## src/rtl/npu_pkg.sv

```systemverilog
// npu_pkg -- shared definitions for the int8 dot-product sequencer.
//   state_e     : sequencer state enumeration (IDLE, CLEAR, FEED, DRAIN, DONE)
//   OP_W        : int8 operand width
//   ACC_W       : accumulator / result width
//   SAT_MAX/MIN : signed 16-bit saturation limits, held at accumulator width
//   sat_acc()   : clamp an accumulator value into [SAT_MIN, SAT_MAX]
`timescale 1ns/1ps
package npu_pkg;

  localparam int OP_W  = 8;
  localparam int ACC_W = 32;

  localparam logic signed [ACC_W-1:0] SAT_MAX = 32'sd32767;
  localparam logic signed [ACC_W-1:0] SAT_MIN = -32'sd32768;

  typedef enum logic [2:0] {
    ST_IDLE  = 3'd0,
    ST_CLEAR = 3'd1,
    ST_FEED  = 3'd2,
    ST_DRAIN = 3'd3,
    ST_DONE  = 3'd4
  } state_e;

  // Clamp to the signed 16-bit range; the result stays sign-extended to ACC_W.
  function automatic logic [ACC_W-1:0] sat_acc(input logic signed [ACC_W-1:0] i_val);
    logic [ACC_W-1:0] v_res;
    if (i_val > SAT_MAX) begin
      v_res = SAT_MAX;
    end else if (i_val < SAT_MIN) begin
      v_res = SAT_MIN;
    end else begin
      v_res = i_val;
    end
    return v_res;
  endfunction

endpackage

```

## src/rtl/dot_sat.sv

```systemverilog
// dot_sat -- combinational saturation of a 32-bit accumulator to the signed
// 16-bit range, sign-extended back to 32 bits.
//   i_acc : accumulator value (two's complement)
//   o_res : saturated, sign-extended result
// Only present in builds with NPU_DOT_SAT_EN defined, which is the only case
// in which mac_dot_seq instantiates it.
`timescale 1ns/1ps
`ifdef NPU_DOT_SAT_EN
module dot_sat
  import npu_pkg::*;
(
  input  logic [ACC_W-1:0] i_acc,
  output logic [ACC_W-1:0] o_res
);

  // Clamp the accumulator into the 16-bit signed window.
  always_comb begin
    o_res = sat_acc($signed(i_acc));
  end

endmodule
`endif

```

## src/rtl/mac_dot_seq.sv

```systemverilog
// mac_dot_seq -- sequencer that streams int8 operand pairs into an external
// multiply-accumulate unit and returns the accumulated dot product.
//   clk, rst                       : clock, synchronous active-high reset
//   cmd_valid/cmd_ready/cmd_len    : command handshake carrying the pair count
//   op_valid/op_ready/op_a/op_b    : operand beat handshake (signed int8)
//   mac_a/mac_b/mac_acc_clear      : drive to the MAC; zero operands on idle cycles
//   mac_acc                        : accumulator returned by the MAC
//   res_valid/res_ready/res_data   : result handshake (held until consumed)
//   busy                           : sequencer is not IDLE
// Build option: NPU_DOT_SAT_EN saturates res_data to the signed 16-bit range.
`timescale 1ns/1ps
module mac_dot_seq
  import npu_pkg::*;
#(
  parameter int LEN_W   = 8,
  parameter int MAC_LAT = 1
) (
  input  logic              clk,
  input  logic              rst,
  input  logic              cmd_valid,
  output logic              cmd_ready,
  input  logic [LEN_W-1:0]  cmd_len,
  input  logic              op_valid,
  output logic              op_ready,
  input  logic [OP_W-1:0]   op_a,
  input  logic [OP_W-1:0]   op_b,
  output logic [OP_W-1:0]   mac_a,
  output logic [OP_W-1:0]   mac_b,
  output logic              mac_acc_clear,
  input  logic [ACC_W-1:0]  mac_acc,
  output logic              res_valid,
  input  logic              res_ready,
  output logic [ACC_W-1:0]  res_data,
  output logic              busy
);

  // DRAIN counts 0..MAC_LAT; the capture happens on the cycle the count equals MAC_LAT.
  localparam int DRAIN_W = (MAC_LAT < 1) ? 1 : $clog2(MAC_LAT + 1);

  state_e             r_state;
  logic [LEN_W-1:0]   r_len;
  logic [LEN_W-1:0]   r_cnt;
  logic [DRAIN_W-1:0] r_drain_cnt;
  logic [OP_W-1:0]    r_mac_a;
  logic [OP_W-1:0]    r_mac_b;
  logic               r_clear;
  logic               r_res_valid;
  logic [ACC_W-1:0]   r_res_data;
  logic               r_op_ready;
  logic               r_cmd_ready;
  logic               r_busy;

  logic               w_beat;
  logic [LEN_W-1:0]   w_cnt_inc;
  logic [ACC_W-1:0]   w_res_next;

  // op_ready is only ever high in FEED, so a beat implies FEED.
  assign w_beat    = op_valid & r_op_ready;
  // The last beat leaves r_cnt at most 2^LEN_W-2 before the increment, so no wrap.
  assign w_cnt_inc = r_cnt + LEN_W'(1);

`ifdef NPU_DOT_SAT_EN
  logic [ACC_W-1:0] w_res_sat;

  dot_sat u_dot_sat (
    .i_acc (mac_acc),
    .o_res (w_res_sat)
  );

  assign w_res_next = w_res_sat;
`else
  assign w_res_next = mac_acc;
`endif

  // Sequencer FSM; every output is a register updated with the state transition.
  always_ff @(posedge clk) begin
    if (rst) begin
      r_state     <= ST_IDLE;
      r_len       <= '0;
      r_cnt       <= '0;
      r_drain_cnt <= '0;
      r_mac_a     <= 8'd0;
      r_mac_b     <= 8'd0;
      r_clear     <= 1'b1;
      r_res_valid <= 1'b0;
      r_res_data  <= 32'd0;
      r_op_ready  <= 1'b0;
      r_cmd_ready <= 1'b1;
      r_busy      <= 1'b0;
    end else begin
      // Accepted beats pass straight through; every other cycle feeds zeros.
      r_mac_a <= w_beat ? op_a : 8'd0;
      r_mac_b <= w_beat ? op_b : 8'd0;
      r_clear <= 1'b0;

      case (r_state)
        ST_IDLE: begin
          if (cmd_valid && r_cmd_ready) begin
            r_len       <= cmd_len;
            r_cnt       <= '0;
            r_clear     <= 1'b1;
            r_cmd_ready <= 1'b0;
            r_busy      <= 1'b1;
            r_state     <= ST_CLEAR;
          end else begin
            r_state     <= ST_IDLE;
          end
        end

        ST_CLEAR: begin
          r_drain_cnt <= '0;
          if (r_len != '0) begin
            r_op_ready <= 1'b1;
            r_state    <= ST_FEED;
          end else begin
            r_state    <= ST_DRAIN;
          end
        end

        ST_FEED: begin
          if (w_beat) begin
            r_cnt <= w_cnt_inc;
            if (w_cnt_inc == r_len) begin
              r_op_ready <= 1'b0;
              r_state    <= ST_DRAIN;
            end else begin
              r_state    <= ST_FEED;
            end
          end else begin
            r_state <= ST_FEED;
          end
        end

        ST_DRAIN: begin
          // One cycle for the last operands to reach the MAC, MAC_LAT for it to add.
          if (r_drain_cnt == DRAIN_W'(MAC_LAT)) begin
            r_res_data  <= w_res_next;
            r_res_valid <= 1'b1;
            r_state     <= ST_DONE;
          end else begin
            r_drain_cnt <= r_drain_cnt + DRAIN_W'(1);
            r_state     <= ST_DRAIN;
          end
        end

        ST_DONE: begin
          if (res_ready) begin
            r_res_valid <= 1'b0;
            r_cmd_ready <= 1'b1;
            r_busy      <= 1'b0;
            r_state     <= ST_IDLE;
          end else begin
            r_state     <= ST_DONE;
          end
        end

        default: begin
          r_op_ready  <= 1'b0;
          r_res_valid <= 1'b0;
          r_cmd_ready <= 1'b1;
          r_busy      <= 1'b0;
          r_state     <= ST_IDLE;
        end
      endcase
    end
  end

  assign cmd_ready     = r_cmd_ready;
  assign op_ready      = r_op_ready;
  assign mac_a         = r_mac_a;
  assign mac_b         = r_mac_b;
  assign mac_acc_clear = r_clear;
  assign res_valid     = r_res_valid;
  assign res_data      = r_res_data;
  assign busy          = r_busy;

endmodule

```

## config.mk

```make
export PLATFORM = sky130hd
export DESIGN_NAME = mac_dot_seq
export DESIGN_NICKNAME = d
export VERILOG_FILES = /design/src/rtl/npu_pkg.sv /design/src/rtl/dot_sat.sv /design/src/rtl/mac_dot_seq.sv
export SDC_FILE = /design/constraint.sdc
export NUM_CORES = 1
export LEC_CHECK = 0
export CAP_MARGIN = 20
export CORE_MARGIN = 3
export CORE_UTILIZATION = 39
export DETAILED_ROUTE_END_ITERATION = 10
export PLACE_DENSITY = 0.76
export SLEW_MARGIN = 10
export SYNTH_ARGS = -nofsm -noshare
export SYNTH_HDL_FRONTEND = slang
export SYNTH_HIERARCHICAL = 1
export SYNTH_SLANG_ARGS = --single-unit
```

## constraint.sdc

```tcl
create_clock -name clk -period 1.7 [get_ports clk]
set_input_delay 0.425 -clock clk [delete_from_list [all_inputs] [get_ports clk]]
set_output_delay 0.425 -clock clk [all_outputs]
set_load 0.02 [all_outputs]
```

# Yosys cells after proc, flatten, opt, wreduce, memory -nomap -nowiden
# Cells that the tools add are included.
# W data, S select, Z words.
word_totals:
  reg_bits: 73
  inputBits: 61
  out_inout_bits: 53
op_classes:
  n_addsub: 2
  n_eq_ne: 11
  muxes: 26
  bitwise_logic: 5
  n_reduce_logical: 15
op_table:
  columns: ["operator", "count"]
  rows:
  - ["$mux W8", 2]
  - ["$pmux W8 S2", 1]
  - ["$pmux W3 S5", 1]
  - ["$mux W1", 14]
  - ["$ne A2 B2 Y1 const B", 6]
  - ["$pmux W1 S3", 4]
  - ["$mux W3", 3]
  - ["$reduce_and A3 Y1", 3]
  - ["$reduce_or A3 Y1", 3]
  - ["$add A8 B1 Y8 const B", 1]
  - ["$eq A8 B8 Y1", 1]
  - ["$reduce_bool A8 Y1", 1]
  - ["$eq A3 B2 Y1 const B", 2]
  - ["$not A1 Y1", 4]
  - ["$reduce_and A2 Y1", 2]
  - ["$reduce_and A4 Y1", 1]
  - ["$reduce_bool A2 Y1", 2]
  - ["$eq A3 B1 Y1 const B", 1]
  - ["$eq A3 B3 Y1 const B", 1]
  - ["$logic_not A3 Y1", 1]
  - ["$pmux W1 S2", 1]
  - ["$reduce_or A2 Y1", 1]
  - ["$add A1 B1 Y1 const B", 1]
  - ["$and A1 B1 Y1", 1]
  - ["$logic_and A1 B1 Y1", 1]

# Logic depth before layout (Yosys ltp)
depth:
  depth_word: 5
  depth_mapped: 7
  mapped_depth_nobuf: 6

# Worst setup path after synthesis
# OpenSTA, ideal clock, no wires.
synth_timing:
  path_kind: "flip-flop to flip-flop"
  from: "register r_cnt[0]"
  to: "register r_op_ready, in the netlist op_ready"
  setup_ns: 0.129
  t_arrival_ns: 1.470
  t_required_ns: 1.571
  path_slack_ns: 0.101
  path_stages_with_launch: 7
  path_buffers: 0
  synth_period_minus_slack_ns: 1.599
  cell_sequence: "dfxtp_1 > ha_1 > and3_1 > and4_1 > o21ai_0 > nor4_2 > o22ai_1"
synth_between:
  elab_chain_len: 4
synth_rtl:
  columns: ["item", "line", "source"]
  rows:
  - ["start: declaration", "mac_dot_seq.sv:42", "logic [LEN_W-1:0] r_cnt;"]
  - ["start signal: assignment", "mac_dot_seq.sv:122", "r_cnt <= w_cnt_inc;"]
  - ["$add A8 B1 Y8", "mac_dot_seq.sv:60", "assign w_cnt_inc = r_cnt + LEN_W'(1);"]
  - ["$eq A8 B8 Y1", "mac_dot_seq.sv:123", "if (w_cnt_inc == r_len) begin"]
  - ["$ne A2 B2 Y1 (no source line)", null, null]
  - ["$reduce_and A4 Y1 (no source line)", null, null]
  - ["end signal: assignment", "mac_dot_seq.sv:87", "r_op_ready <= 1'b0;"]
  - ["end signal: assignment", "mac_dot_seq.sv:113", "r_op_ready <= 1'b1;"]
  - ["end signal: assignment", "mac_dot_seq.sv:124", "r_op_ready <= 1'b0;"]
  - ["end: declaration", "mac_dot_seq.sv:49", "logic r_op_ready;"]
# Every way passes these cells.
# A chain may end at the register's enable or synchronous reset.

# Worst setup path after layout
layout_timing:
  from: "register r_mac_b[3], in the netlist mac_b[3]"
  to: "output port mac_b[3]"
layout_lines:
  columns: ["item", "line", "source"]
  rows:
  - ["start: declaration", "mac_dot_seq.sv:45", "logic [OP_W-1:0] r_mac_b;"]
  - ["start signal: assignment", "mac_dot_seq.sv:93", "r_mac_b <= w_beat ? op_b : 8'd0;"]
  - ["end: declaration", "mac_dot_seq.sv:28", "output logic [OP_W-1:0] mac_b,"]
# No word-level cell between the ends.

==> results <==
- The main combinational cell family by area after synthesis is simple AND/OR/NAND/NOR gates.
- Among cell families on the critical path, the largest total delay comes from buffers and inverters.
- The critical path goes through clkdlybuf4s50_1.
- Data arrives at the worst endpoint at 1.24 ns.
- The overall die height is 91.3 microns.
- Counting flops with a built-in enable in the synthesized netlist gives 0.
- The delay contributed by the slowest stage of the critical path is 0.59 ns.
- Among all cell types in the netlist, the one instantiated most often is sky130_fd_sc_hd__nand2_1.
- The top fanout value on the critical path is 1.
- Setup repair after global routing could not meet its margin everywhere.
- The number of iterations in the first detailed-routing pass is 4.
- The number of sinks on the clock net is 73.
- The flow ran to the end, and the final reports show no timing, DRC or antenna violations.
- STA classifies the critical path startpoint as a register.
- The aggregate global routing overflow is 0.
- The first global-routing pass estimated 12.1 mm of wire.
- The post-detailed-route via-to-cell ratio is 4.81.
- The placer's final routability congestion estimate is 0.810.
- The clock insertion delay at the later pin of the skew report is 0.34 ns.
- In the synthesized netlist, the cells that appear most often are sky130_fd_sc_hd__nand2_1 (77), sky130_fd_sc_hd__dfxtp_1 (73), sky130_fd_sc_hd__a21oi_1 (50), sky130_fd_sc_hd__and2_1 (18), sky130_fd_sc_hd__nor2_1 (16).
- Setup violations remaining at the end of the flow were counted as 0.
- Of the post-synthesis cell area, the part taken by muxes is 0.00353.
- The final route contains 2695 vias.
- The effective utilization at floorplan is 0.411.
- The largest net degree at the start of global routing is 25.
- The initial antenna violation count is 0.
- The routed design has around 7.4 mm of wire.
- The netlist uses 47 different library cells.
- Data on the critical path is required at its endpoint by 1.27 ns.
- The fraction of the mapped netlist area in compound gates is 0.147.
- Counting flops and latches in the post-synthesis netlist gives 73.
- The post-route cell area is 0.00435 sq mm.
- Across all register-to-register paths, the minimum setup slack is 0.06 ns.
- The routed design could run at a clock period as short as 1.66 ns.
- The signed area change from the synthesized netlist to the final layout is 53.4%.
- The fmax is approximately 600 MHz.
- The average wire length per cell after detail routing is 13.3 microns.
- The setup skew after layout is 0.00901 ns.
- The netlist area before placement is 0.00284 sq mm.
- The reported max-cap violation count is 0.
- In the global route stage, overall resource usage came out at 0.179.
- The worst register-to-register path ends at op_ready$_SDFFE_PP0P_.
- The number of rows created at floorplan is 30.
- The fraction of met1 tracks used by global routing is 0.229.
- The worst path buffer plus inverter count is 1.
- The detailed placer's ending HPWL is 5.36 mm.
- The critical path depth is 1.
- The summed negative setup slack over all endpoints is 0 ns.
- The worst-path cell with the longest stage delay is sky130_fd_sc_hd__clkdlybuf4s50_1.
- After global routing, the most crowded layer is met2.
- The width of the chip is around 90 microns.
- In this run the power density over the cells is 843 mW/mm^2.
- The largest total area in the synthesized netlist belongs to sky130_fd_sc_hd__dfxtp_1.
- In this run, the number of DRC markers left after iteration 0 of detailed routing was 106.
- For this run, design rule violations remaining after detail routing come to 0.
- A synthesized cell averages 8.50 sq um.
- The met2 demand-to-capacity share in global routing is 0.282.
- The register clock-pin slew on the reported worst setup and hold paths is 0.08 ns.
- For hold timing, the worst endpoint is r_drain_cnt$_SDFFE_PP0P_.
- The worst setup path is captured at an output pin.
- The via count of the first global-routing pass came to 2466.
- The root buffer selected by CTS is sky130_fd_sc_hd__clkbuf_8.
- The tightest slew margin relative to the limit is 0.561.
- Dividing the final minimum period by the clock period gives 0.978.
- The net count of the finished layout is around 520.
- For this run, the number of Yosys warnings is 6.
- The class of the tightest hold or removal check is in2reg.
- The cell count after synthesis came out at around 330.
- The area of the die is 0.00834 sq mm.
- The worst IR drop on VDD is about 0.00046 V.
- Of the total synthesized cell area, the portion taken by AND, OR, NAND and NOR gates is 0.269.
- The core region is 0.00691 sq mm.
- In this run, CTS created clock tree buffers numbering 9.
- In this run, placement finished with an instance count of 544.
- The number of cells on the worst reg-to-reg path is 6.
- In this run the most critical hold path is launched from rst.
- The worst hold path was traced through 2 stages.
- The ratio of cells with drive above 1 in the final layout is 0.114.
- The count of pins on the block boundary is 114.
- The final antenna-violating net count is 0.
- The number of buffers on the longest clock path is 2.
- The standard cell area after detailed placement is 0.00415 sq mm.
- In the post-synthesis netlist, the biggest area contributors are sky130_fd_sc_hd__dfxtp_1 (51%), sky130_fd_sc_hd__nand2_1 (10%), sky130_fd_sc_hd__a21oi_1 (8.8%).
- The post-synthesis adder-cell area fraction is 0.00441.
- For this run, global-route usage on met3 was measured as 0.0522.
- CTS built an H-tree with a depth of 3.
- The critical path in this run is classified as reg2out.
- The count of cells in the finished layout, fillers not included, comes to 560.
- The number of pins with negative max-slew slack in the final report is 0.
- The start of the worst register-to-register path is r_cnt[0]$_SDFFE_PP0P_.
- TritonCTS built the clock tree.
- The repair_antennas step left the layout with diodes totalling 0.
- The xor-xnor portion of the synthesized cell area is 0.0216.
- The proportion of netlist area held by the largest area contributor is 0.515.
- The post-synthesis net count is ~400.
- After synthesis, the share of flip-flops with an asynchronous set or reset is 0.
- In the synthesized netlist the dominant register cell turns out to be sky130_fd_sc_hd__dfxtp_1.
- The post-synthesis sequential area ratio is 0.515.
- The number of buffer cells added on primary ports is 113.
- The leakage power figure is 2.00 nW.
- For the pin with the worst max-slew slack, the measured transition is about 0.66 ns.
- The number of hold violations in the final report is 0.
## state kept, by name, indices dropped and copies added (netlist names)
name,cells
r_state,3
r_drain_cnt,1
cmd_ready,1
res_valid,1
op_ready,1
res_data,32
r_len,8
mac_acc_clear,1
mac_a,8
r_cnt,8
mac_b,8
busy,1
## logic make-up (layout without fill, tap and decap cells)
| family | after synthesis | count (layout) |
|---|---|---|
| multiplexers | 1 | 1 |
| flip-flops | 73 | 73 |
| AND/OR/NAND/NOR | 153 | 153 |
| AO/OA/AOI/OAI | 75 | 75 |
| buffers and inverters | 24 | 154 |
| XOR/XNOR | 7 | 7 |
| adder cells (fa/ha/maj) | 1 | 1 |
## worst max path at each step
stage	from	to	slack, ns
after floorplan	r_cnt[0]$_SDFFE_PP0P_	op_ready$_SDFFE_PP0P_	0.10
after global placement	cmd_valid	r_cnt[5]$_SDFFE_PP0P_	-0.09
after detailed placement	op_valid	mac_b[4]$_SDFF_PP0_	-0.13
after CTS	r_cnt[1]$_SDFFE_PP0P_	op_ready$_SDFFE_PP0P_	0.0006
after global routing	r_cnt[1]$_SDFFE_PP0P_	op_ready$_SDFFE_PP0P_	-0.06
final	mac_b[3]$_SDFF_PP0_	mac_b[3]	0.04
## what timing repair did
| item | CTS | global route |
|---|---|---|
| hold endpoints to repair | 0 | 0 |
| resized for setup | 40 | 19 |
| buffers inserted | 0 | 0 |
| hold buffers | 0 | 0 |
| setup endpoints to repair | 40 | 14 |
| pin swaps | 0 | 1 |
## metrics by stage
stage	total power, W	hold WS [ns]	setup WS, ns	util
5_1_grt	0.00385	0.350	-0.0580	0.630
4_1_cts	0.00371	0.340	0.000604	0.622
3_5_place_dp	0.00235	0.447	-0.134	0.601
2_1_floorplan	0.00208	0.460	0.101	-
6_report	0.00367	0.359	0.0375	0.630
3_3_place_gp	0.00234	0.441	-0.0851	0.601
## report_power, final
group	leakage, nW	total [W]	internal [W]	switching, W
Clock	0.100	0.00137	0.000690	0.000680
Sequential	0.591	0.00181	0.00176	0.0000476
Combinational	1.31	0.000490	0.000268	0.000221
## area by class of cell
| class | instances | area, sq um |
|---|---|---|
| Clock buffer | 9 | 124 |
| Multi-Input combinational cell | 237 | 1290 |
| Inverter | 4 | 15.0 |
| Clock inverter | 7 | 77.6 |
| Fill cell | 620 | 2550 |
| Sequential cell | 73 | 1460 |
| Timing Repair Buffer | 134 | 1260 |
| Tap cell | 96 | 120 |
## metal layers
metal | up-vias | wire length [microns]
met5 | - | 0
met1 | 1224 | 3380
met2 | 85 | 3520
met3 | 9 | 446
met4 | 0 | 78
li1 | 1377 | -
## cell usage in the layout (no fill, tap or decap), types with 3 or more instances in the layout
cell	Yosys	layout
sky130_fd_sc_hd__xnor2_1	5	5
sky130_fd_sc_hd__nand2_1	77	77
sky130_fd_sc_hd__nor2_1	16	15
sky130_fd_sc_hd__nand2b_1	3	3
sky130_fd_sc_hd__nand3_1	14	14
sky130_fd_sc_hd__buf_4	1	21
sky130_fd_sc_hd__a31oi_1	5	5
sky130_fd_sc_hd__a21o_1	3	3
sky130_fd_sc_hd__clkbuf_8	0	9
sky130_fd_sc_hd__o21ai_1	6	7
sky130_fd_sc_hd__inv_1	4	4
sky130_fd_sc_hd__nand3b_1	3	3
sky130_fd_sc_hd__dlymetal6s2s_1	0	12
sky130_fd_sc_hd__dfxtp_1	73	72
sky130_fd_sc_hd__dlygate4sd2_1	0	40
sky130_fd_sc_hd__and2_1	18	18
sky130_fd_sc_hd__clkdlybuf4s50_1	0	60
sky130_fd_sc_hd__a21oi_1	50	50
Power figures use the tool's default switching activity.
